[config.mk]
export PLATFORM = sky130hd
export DESIGN_NAME = sys_ctrl_flat
export DESIGN_NICKNAME = d
export VERILOG_FILES = /design/src/rtl/sys_ctrl_pkg.sv /design/src/rtl/sys_ctrl_if.sv /design/src/rtl/sys_ctrl.sv /design/src/flat_wrapper.sv
export SDC_FILE = /design/constraint.sdc
export NUM_CORES = 1
export LEC_CHECK = 0
export ABC_AREA = 1
export CAP_MARGIN = 20
export CORE_MARGIN = 1.5
export CORE_UTILIZATION = 39
export CTS_BUF_LIST = sky130_fd_sc_hd__clkbuf_16
export DETAILED_ROUTE_END_ITERATION = 7
export PLACE_DENSITY = 0.72
export SYNTH_ARGS = -nofsm -noshare
export SYNTH_HDL_FRONTEND = slang
export SYNTH_SLANG_ARGS = --single-unit
[constraint.sdc]
create_clock -name CLK -period 2.9 [get_ports CLK]
set_input_delay 0.87 -clock CLK [delete_from_list [all_inputs] [get_ports CLK]]
set_output_delay 0.87 -clock CLK [all_outputs]
set_load 0.01 [all_outputs]
[src/rtl/sys_ctrl_pkg.sv]
// sys_ctrl_pkg: shared widths, command opcodes, operand addresses and the
// sequencer state encoding for sys_ctrl. The ALU states only exist when
// SYS_CTRL_ALU_CMD_EN is defined.
package sys_ctrl_pkg;

  localparam int DATA_WIDTH = 8;
  localparam int ADDR_WIDTH = 4;
  localparam int FUN_WIDTH  = 4;

  localparam logic [DATA_WIDTH-1:0] CMD_WR      = 8'hAA;
  localparam logic [DATA_WIDTH-1:0] CMD_RD      = 8'hBB;
  localparam logic [DATA_WIDTH-1:0] CMD_ALU     = 8'hCC;
  localparam logic [DATA_WIDTH-1:0] CMD_ALU_NOP = 8'hDD;

  localparam logic [ADDR_WIDTH-1:0] OPA_ADDR = 4'd0;
  localparam logic [ADDR_WIDTH-1:0] OPB_ADDR = 4'd1;

  typedef enum logic [3:0] {
    ST_IDLE,
    ST_WR_ADDR,
    ST_WR_DATA,
    ST_RD_ADDR,
    ST_RD_WAIT,
    ST_RD_SEND
`ifdef SYS_CTRL_ALU_CMD_EN
    ,
    ST_OPA,
    ST_OPB,
    ST_FUN,
    ST_ALU_WAIT,
    ST_SEND_LO,
    ST_SEND_HI
`endif
  } state_e;

  // Address bytes wider than the register file simply wrap.
  function automatic logic [ADDR_WIDTH-1:0] addr_of(input logic [DATA_WIDTH-1:0] b);
    return b[ADDR_WIDTH-1:0];
  endfunction

endpackage

[src/rtl/sys_ctrl_if.sv]
// sys_ctrl_if: RX byte stream, register-file port, ALU port and TX FIFO push
// port of the command sequencer. master = sys_ctrl, slave = its environment.
interface sys_ctrl_if;
  import sys_ctrl_pkg::*;

  logic [DATA_WIDTH-1:0]   RX_P_DATA;
  logic                    RX_D_VLD;
  logic [ADDR_WIDTH-1:0]   Address;
  logic                    WrEn;
  logic                    RdEn;
  logic [DATA_WIDTH-1:0]   WrData;
  logic [DATA_WIDTH-1:0]   RdData;
  logic                    RdData_Valid;
  logic                    ALU_EN;
  logic [FUN_WIDTH-1:0]    ALU_FUN;
  logic                    CLK_GATE_EN;
  logic [2*DATA_WIDTH-1:0] ALU_OUT;
  logic                    ALU_OUT_VLD;
  logic                    FIFO_FULL;
  logic [DATA_WIDTH-1:0]   TX_P_DATA;
  logic                    TX_D_VLD;

  modport master (
    input  RX_P_DATA, RX_D_VLD, RdData, RdData_Valid, ALU_OUT, ALU_OUT_VLD, FIFO_FULL,
    output Address, WrEn, RdEn, WrData, ALU_EN, ALU_FUN, CLK_GATE_EN, TX_P_DATA, TX_D_VLD
  );

  modport slave (
    output RX_P_DATA, RX_D_VLD, RdData, RdData_Valid, ALU_OUT, ALU_OUT_VLD, FIFO_FULL,
    input  Address, WrEn, RdEn, WrData, ALU_EN, ALU_FUN, CLK_GATE_EN, TX_P_DATA, TX_D_VLD
  );

endinterface

[src/rtl/sys_ctrl.sv]
// sys_ctrl: command sequencer between the UART RX byte stream, the register
// file, the ALU and the TX FIFO. All outputs are registered and reset to 0.
// Optional feature macro: SYS_CTRL_ALU_CMD_EN (0xCC / 0xDD ALU commands).
module sys_ctrl
  import sys_ctrl_pkg::*;
(
  input  logic         CLK,
  input  logic         RST,
  sys_ctrl_if.master   bus
);

  state_e                state_q, state_d;
  logic [ADDR_WIDTH-1:0] wr_addr_q, wr_addr_d;
  logic [DATA_WIDTH-1:0] rd_data_q, rd_data_d;
  logic [ADDR_WIDTH-1:0] address_q, address_d;
  logic [DATA_WIDTH-1:0] wr_data_q, wr_data_d;
  logic [DATA_WIDTH-1:0] tx_data_q, tx_data_d;
  logic                  wr_en_q, wr_en_d;
  logic                  rd_en_q, rd_en_d;
  logic                  tx_vld_q, tx_vld_d;
`ifdef SYS_CTRL_ALU_CMD_EN
  logic                    alu_en_q, alu_en_d;
  logic [FUN_WIDTH-1:0]    alu_fun_q, alu_fun_d;
  logic                    clk_gate_q, clk_gate_d;
  logic [2*DATA_WIDTH-1:0] alu_res_q, alu_res_d;
`endif

  logic [DATA_WIDTH-1:0] rx_byte;
  logic                  rx_vld;
  assign rx_byte = bus.RX_P_DATA;
  assign rx_vld  = bus.RX_D_VLD;

  // Next-state and next-output decode for the command sequencer.
  always_comb begin
    // NOTE: every _d gets a default before the case, so no path leaves one
    // unassigned and no latch is inferred; strobes default to 0, data holds.
    state_d   = state_q;
    wr_addr_d = wr_addr_q;
    rd_data_d = rd_data_q;
    address_d = address_q;
    wr_data_d = wr_data_q;
    tx_data_d = tx_data_q;
    wr_en_d   = 1'b0;
    rd_en_d   = 1'b0;
    tx_vld_d  = 1'b0;
`ifdef SYS_CTRL_ALU_CMD_EN
    alu_en_d  = 1'b0;
    alu_fun_d = alu_fun_q;
    alu_res_d = alu_res_q;
`endif
    case (state_q)
      ST_IDLE: if (rx_vld) begin
        case (rx_byte)
          CMD_WR:      state_d = ST_WR_ADDR;
          CMD_RD:      state_d = ST_RD_ADDR;
`ifdef SYS_CTRL_ALU_CMD_EN
          CMD_ALU:     state_d = ST_OPA;
          CMD_ALU_NOP: state_d = ST_FUN;
`endif
          default:     state_d = ST_IDLE;
        endcase
      end
      ST_WR_ADDR: if (rx_vld) begin
        wr_addr_d = addr_of(rx_byte);
        state_d   = ST_WR_DATA;
      end
      ST_WR_DATA: if (rx_vld) begin
        wr_en_d   = 1'b1;
        address_d = wr_addr_q;
        wr_data_d = rx_byte;
        state_d   = ST_IDLE;
      end
      ST_RD_ADDR: if (rx_vld) begin
        rd_en_d   = 1'b1;
        address_d = addr_of(rx_byte);
        state_d   = ST_RD_WAIT;
      end
      ST_RD_WAIT: if (bus.RdData_Valid) begin
        rd_data_d = bus.RdData;
        state_d   = ST_RD_SEND;
      end
      ST_RD_SEND: if (!bus.FIFO_FULL) begin
        tx_vld_d  = 1'b1;
        tx_data_d = rd_data_q;
        state_d   = ST_IDLE;
      end
`ifdef SYS_CTRL_ALU_CMD_EN
      ST_OPA: if (rx_vld) begin
        wr_en_d   = 1'b1;
        address_d = OPA_ADDR;
        wr_data_d = rx_byte;
        state_d   = ST_OPB;
      end
      ST_OPB: if (rx_vld) begin
        wr_en_d   = 1'b1;
        address_d = OPB_ADDR;
        wr_data_d = rx_byte;
        state_d   = ST_FUN;
      end
      ST_FUN: if (rx_vld) begin
        alu_en_d  = 1'b1;
        alu_fun_d = rx_byte[FUN_WIDTH-1:0];
        state_d   = ST_ALU_WAIT;
      end
      ST_ALU_WAIT: if (bus.ALU_OUT_VLD) begin
        alu_res_d = bus.ALU_OUT;
        state_d   = ST_SEND_LO;
      end
      ST_SEND_LO: if (!bus.FIFO_FULL) begin
        tx_vld_d  = 1'b1;
        tx_data_d = alu_res_q[DATA_WIDTH-1:0];
        state_d   = ST_SEND_HI;
      end
      ST_SEND_HI: if (!bus.FIFO_FULL) begin
        tx_vld_d  = 1'b1;
        tx_data_d = alu_res_q[2*DATA_WIDTH-1:DATA_WIDTH];
        state_d   = ST_IDLE;
      end
`endif
      default: state_d = ST_IDLE;
    endcase
`ifdef SYS_CTRL_ALU_CMD_EN
    // Gate stays open while the registered state is anywhere from FUN to SEND_HI.
    clk_gate_d = (state_d inside {ST_FUN, ST_ALU_WAIT, ST_SEND_LO, ST_SEND_HI});
`endif
  end

  // State, capture and output registers; reset aborts any command in flight.
  always_ff @(posedge CLK or negedge RST) begin
    if (!RST) begin
      state_q    <= ST_IDLE;
      wr_addr_q  <= '0;
      rd_data_q  <= '0;
      address_q  <= '0;
      wr_data_q  <= '0;
      tx_data_q  <= '0;
      wr_en_q    <= 1'b0;
      rd_en_q    <= 1'b0;
      tx_vld_q   <= 1'b0;
`ifdef SYS_CTRL_ALU_CMD_EN
      alu_en_q   <= 1'b0;
      alu_fun_q  <= '0;
      clk_gate_q <= 1'b0;
      alu_res_q  <= '0;
`endif
    end else begin
      // NOTE: non-blocking assignments so every register samples pre-edge values.
      state_q    <= state_d;
      wr_addr_q  <= wr_addr_d;
      rd_data_q  <= rd_data_d;
      address_q  <= address_d;
      wr_data_q  <= wr_data_d;
      tx_data_q  <= tx_data_d;
      wr_en_q    <= wr_en_d;
      rd_en_q    <= rd_en_d;
      tx_vld_q   <= tx_vld_d;
`ifdef SYS_CTRL_ALU_CMD_EN
      alu_en_q   <= alu_en_d;
      alu_fun_q  <= alu_fun_d;
      clk_gate_q <= clk_gate_d;
      alu_res_q  <= alu_res_d;
`endif
    end
  end

  assign bus.Address   = address_q;
  assign bus.WrEn      = wr_en_q;
  assign bus.RdEn      = rd_en_q;
  assign bus.WrData    = wr_data_q;
  assign bus.TX_P_DATA = tx_data_q;
  assign bus.TX_D_VLD  = tx_vld_q;
`ifdef SYS_CTRL_ALU_CMD_EN
  assign bus.ALU_EN      = alu_en_q;
  assign bus.ALU_FUN     = alu_fun_q;
  assign bus.CLK_GATE_EN = clk_gate_q;
`else
  assign bus.ALU_EN      = 1'b0;
  assign bus.ALU_FUN     = '0;
  assign bus.CLK_GATE_EN = 1'b0;
  // ALU result port is unused when the ALU commands are not built.
  logic unused_alu;
  assign unused_alu = ^{bus.ALU_OUT, bus.ALU_OUT_VLD};
`endif

endmodule

[src/flat_wrapper.sv]
// flat-port wrapper written by rule: the top's interface ports become plain ports
module sys_ctrl_flat import sys_ctrl_pkg::*;
  (CLK, RST, bus_RX_P_DATA, bus_RX_D_VLD, bus_RdData, bus_RdData_Valid, bus_ALU_OUT, bus_ALU_OUT_VLD, bus_FIFO_FULL, bus_Address, bus_WrEn, bus_RdEn, bus_WrData, bus_ALU_EN, bus_ALU_FUN, bus_CLK_GATE_EN, bus_TX_P_DATA, bus_TX_D_VLD);
  sys_ctrl_if bus_i ();
  input  logic CLK;
  input  logic RST;
  input wire logic [$bits(bus_i.RX_P_DATA)-1:0] bus_RX_P_DATA;
  input wire logic [$bits(bus_i.RX_D_VLD)-1:0] bus_RX_D_VLD;
  input wire logic [$bits(bus_i.RdData)-1:0] bus_RdData;
  input wire logic [$bits(bus_i.RdData_Valid)-1:0] bus_RdData_Valid;
  input wire logic [$bits(bus_i.ALU_OUT)-1:0] bus_ALU_OUT;
  input wire logic [$bits(bus_i.ALU_OUT_VLD)-1:0] bus_ALU_OUT_VLD;
  input wire logic [$bits(bus_i.FIFO_FULL)-1:0] bus_FIFO_FULL;
  output wire logic [$bits(bus_i.Address)-1:0] bus_Address;
  output wire logic [$bits(bus_i.WrEn)-1:0] bus_WrEn;
  output wire logic [$bits(bus_i.RdEn)-1:0] bus_RdEn;
  output wire logic [$bits(bus_i.WrData)-1:0] bus_WrData;
  output wire logic [$bits(bus_i.ALU_EN)-1:0] bus_ALU_EN;
  output wire logic [$bits(bus_i.ALU_FUN)-1:0] bus_ALU_FUN;
  output wire logic [$bits(bus_i.CLK_GATE_EN)-1:0] bus_CLK_GATE_EN;
  output wire logic [$bits(bus_i.TX_P_DATA)-1:0] bus_TX_P_DATA;
  output wire logic [$bits(bus_i.TX_D_VLD)-1:0] bus_TX_D_VLD;
  assign bus_i.RX_P_DATA = bus_RX_P_DATA;
  assign bus_i.RX_D_VLD = bus_RX_D_VLD;
  assign bus_i.RdData = bus_RdData;
  assign bus_i.RdData_Valid = bus_RdData_Valid;
  assign bus_i.ALU_OUT = bus_ALU_OUT;
  assign bus_i.ALU_OUT_VLD = bus_ALU_OUT_VLD;
  assign bus_i.FIFO_FULL = bus_FIFO_FULL;
  assign bus_Address = bus_i.Address;
  assign bus_WrEn = bus_i.WrEn;
  assign bus_RdEn = bus_i.RdEn;
  assign bus_WrData = bus_i.WrData;
  assign bus_ALU_EN = bus_i.ALU_EN;
  assign bus_ALU_FUN = bus_i.ALU_FUN;
  assign bus_CLK_GATE_EN = bus_i.CLK_GATE_EN;
  assign bus_TX_P_DATA = bus_i.TX_P_DATA;
  assign bus_TX_D_VLD = bus_i.TX_D_VLD;
  sys_ctrl u_core (.CLK(CLK), .RST(RST), .bus(bus_i));
endmodule
==> impl_metrics.yaml <==
status:
  status: "finished clean"
clock_network:
  cts_setup_buffers: 0
  cts_made_buffers: 5
  holdBufCountCts: 0
  cts_root_buf: "clkbuf_16"
  cts-resized-gates: 0
  clkSinkCount: 38
  clock_latency_ps: 280
  clk_pin_slew_ps: 50
  cts_tree: "yes"
  cts.htree.levels: 2
  clockBufferDepth: 2
setup_path:
  reg2reg_slack_ps: 1400
  reg2reg_depth: 5
  cp.arrival_ps: 1170
  critPathSlowestCell: "clkdlybuf4s50_1"
  rr_endpoint: "u_core.bus.WrData[7]"
  critPathCaptureType: "primary output"
  cpPeakStageDelay_ps: 540
  start_kind: "flip-flop"
  crit_end: "bus_WrData[4]"
  crit_cells: 1
  critPathTopFamily: "buffers and inverters"
  path_cells: "clkdlybuf4s50_1"
  cp_max_fo: 2
  worstSetupStartpoint: "u_core.bus.WrData[4]"
  worstPathRequired_ps: 2030
  path_buf_inv: 1
  path_class: "flip-flop to primary output"
  r2r-start: "u_core.state_q[2]"
sta:
  min_period_ps: 2042
  tightest_slew_ps: 835.4
  max_clock_freq_mhz: 489.7
  finClkSkew_ps: 5.373
  fin_crit_sh_pct: 70.41
  drv_slew: 0
  rsz0062_at_grt: "no"
  setup_viol: 0
  whs_ps: 476.7
  setup_slack_ps: 858.1
  tns_ps: 0
  finalHoldViolCount: 0
  slew_headroom_pct: 44.31
yosys:
  synthAdderAreaFrac_pct: 0
  synth-warning-count: 0
  synthCells: 200
  synth_edf_count: 0
  syn_area_mm2: 0.001750
  synth_top_family_by_area: "simple AND/OR/NAND/NOR gates"
  synth_cell_types: 19
  synth-simple-area-share_pct: 23.23
  synth_commonest_cells: "65 x nand2_1, 38 x dfrtp_1, 21 x inv_1, 18 x nor2_1, 12 x o21ai_2"
  synth-compound-area-share_pct: 12.15
  synth.top_cells.by_area: "dfrtp_1 54%, nand2_1 14%, o21ai_2 6.0%"
  synth-xor-area-share_pct: 0
  postSynthAreaPerCell_um2: 8.752
  synth.yosys.seq_area_share_pct: 54.32
  ys.flop_type: "dfrtp_1"
  synth_top_area_share_pct: 54.32
  synth_mux_area_share_pct: 0
  synth_seq_cells: 38
  yosysMostFrequentCell: "nand2_1"
  yosys.area.top_type: "dfrtp_1"
  synth-async-reset-ratio_pct: 100.0
pwr:
  leakage_nw: 1.219
  power_per_cell_area_mw_per_mm2: 882.0
  irDropWorstVdd_mv: 0.3426
min_path:
  hold_class: "flip-flop to flip-flop"
  hp-start: "u_core.bus.Address[1]"
placed_design:
  gp_congestion: 0.8199
  hpwl_um: 2395
  portBuffers: 43
  dpl_worst_slack_ps: 693.9
global_routing:
  grt_pass1_wl_um: 5547
  grt_pass1_vias: 1228
  overflow: 0
  grt_max_degree: 39
  antenna_found_initial: 0
  grt_usage_pct: 14.63
layout:
  regArea_um2: 950.9
  num_antenna_cells: 0
  syn_to_final_growth_pct: 32.24
  nFillCells: 419
  drive_gt1_share_pct: 11.79
  multi_input_area_um2: 641.9
  finalNetCount: 283
floorplanning:
  fp.dieW_um: 70.00
  ioPinCount: 67
  rows: 24
  die_area_mm2: 0.004899
  core-area_mm2: 0.004324
  initial_core_util_pct: 40.48
  die_h_um: 70.00
drt:
  vias: 1352
  wl_um: 3353
  antenna_left: 0
  via_per_inst: 4.537
  drcViolationCount: 0
  wire_per_inst_um: 11.25
  dr.pass1.iters: 4
  drtIter0Drc: 92
run:
  drv_cap: 0
[layout by cell type, fill, tap and decap left out]
master	n
nor2_1	18
clkinv_2	1
nand2_2	1
o21ai_1	2
a21oi_1	9
dfrtp_1	38
nand3_1	5
nor2_4	2
nor3_2	1
o21ai_2	12
clkinv_1	1
nand2_1	65
o21bai_1	1
clkdlybuf4s50_1	42
nand3b_4	1
clkbuf_16	5
inv_2	3
inv_1	21
nand2_4	1
conb_1	6
clkinvlp_4	1
buf_2	1
o21ai_0	9
[final cells by class]
| cell class | instances | share of cell area (%) |
|---|---|---|
| sequential | 38 | 41.08 |
| multi-input combinational | 133 | 27.73 |
| timing repair buffer | 43 | 18.38 |
| clock buffer | 5 | 5.405 |
| inverter | 24 | 3.892 |
| tap | 52 | 2.811 |
| clock inverter | 3 | 0.7027 |
[per-stage QoR]
| stage | instances | cell area (um^2) | util, % | power (mW) |
|---|---|---|---|---|
| detailed placement | 290 | 2173 | 50.26 | 1.544 |
| floorplan | 205 | 1769 | - | 1.195 |
| global placement | 290 | 2173 | 50.26 | 1.518 |
| global route | 298 | 2315 | 53.53 | 2.178 |
| CTS | 298 | 2315 | 53.53 | 2.070 |
| finish | 298 | 2315 | 53.53 | 2.042 |
[worst min path at each step]
stage / to / cells after the start
floorplan: u_core.wr_addr_q[0] / 2
global placement: u_core.bus.TX_P_DATA[2] / 2
detailed placement: u_core.bus.Address[1] / 2
CTS: u_core.bus.Address[1] / 2
global route: u_core.wr_addr_q[2] / 2
finish: u_core.bus.Address[1] / 2
[report_power, final]
part	switching, mW	leakage, nW	internal, mW
registers	0.0980	0.478	0.737
clock network	0.202	0.0672	0.313
logic	0.323	0.674	0.368
total	0.623	1.22	1.42
[registers in the layout (all words and copies together) (netlist names)]
name                  cells
u_core.bus.TX_P_DATA      8
u_core.bus.Address        4
u_core.wr_addr_q          4
u_core.rd_data_q          8
u_core.bus.RdEn           1
u_core.bus.TX_D_VLD       1
u_core.bus.WrEn           1
u_core.bus.WrData         8
u_core.state_q            3
[cells by family after synthesis]
| group | Yosys count |
|---|---|
| AOI/OAI and AO/OA | 33 |
| buffers and inverters | 34 |
| DFF | 38 |
| other | 1 |
| and+or+nand+nor | 94 |
[metal layers]
layer | global-route usage [%] | routed length [um]
met5 | 0 | 0
met1 | 17.93 | 1505
met3 | 3.175 | 91
met2 | 23.81 | 1681
met4 | 8.333 | 74
Power figures use the tool's default switching activity.
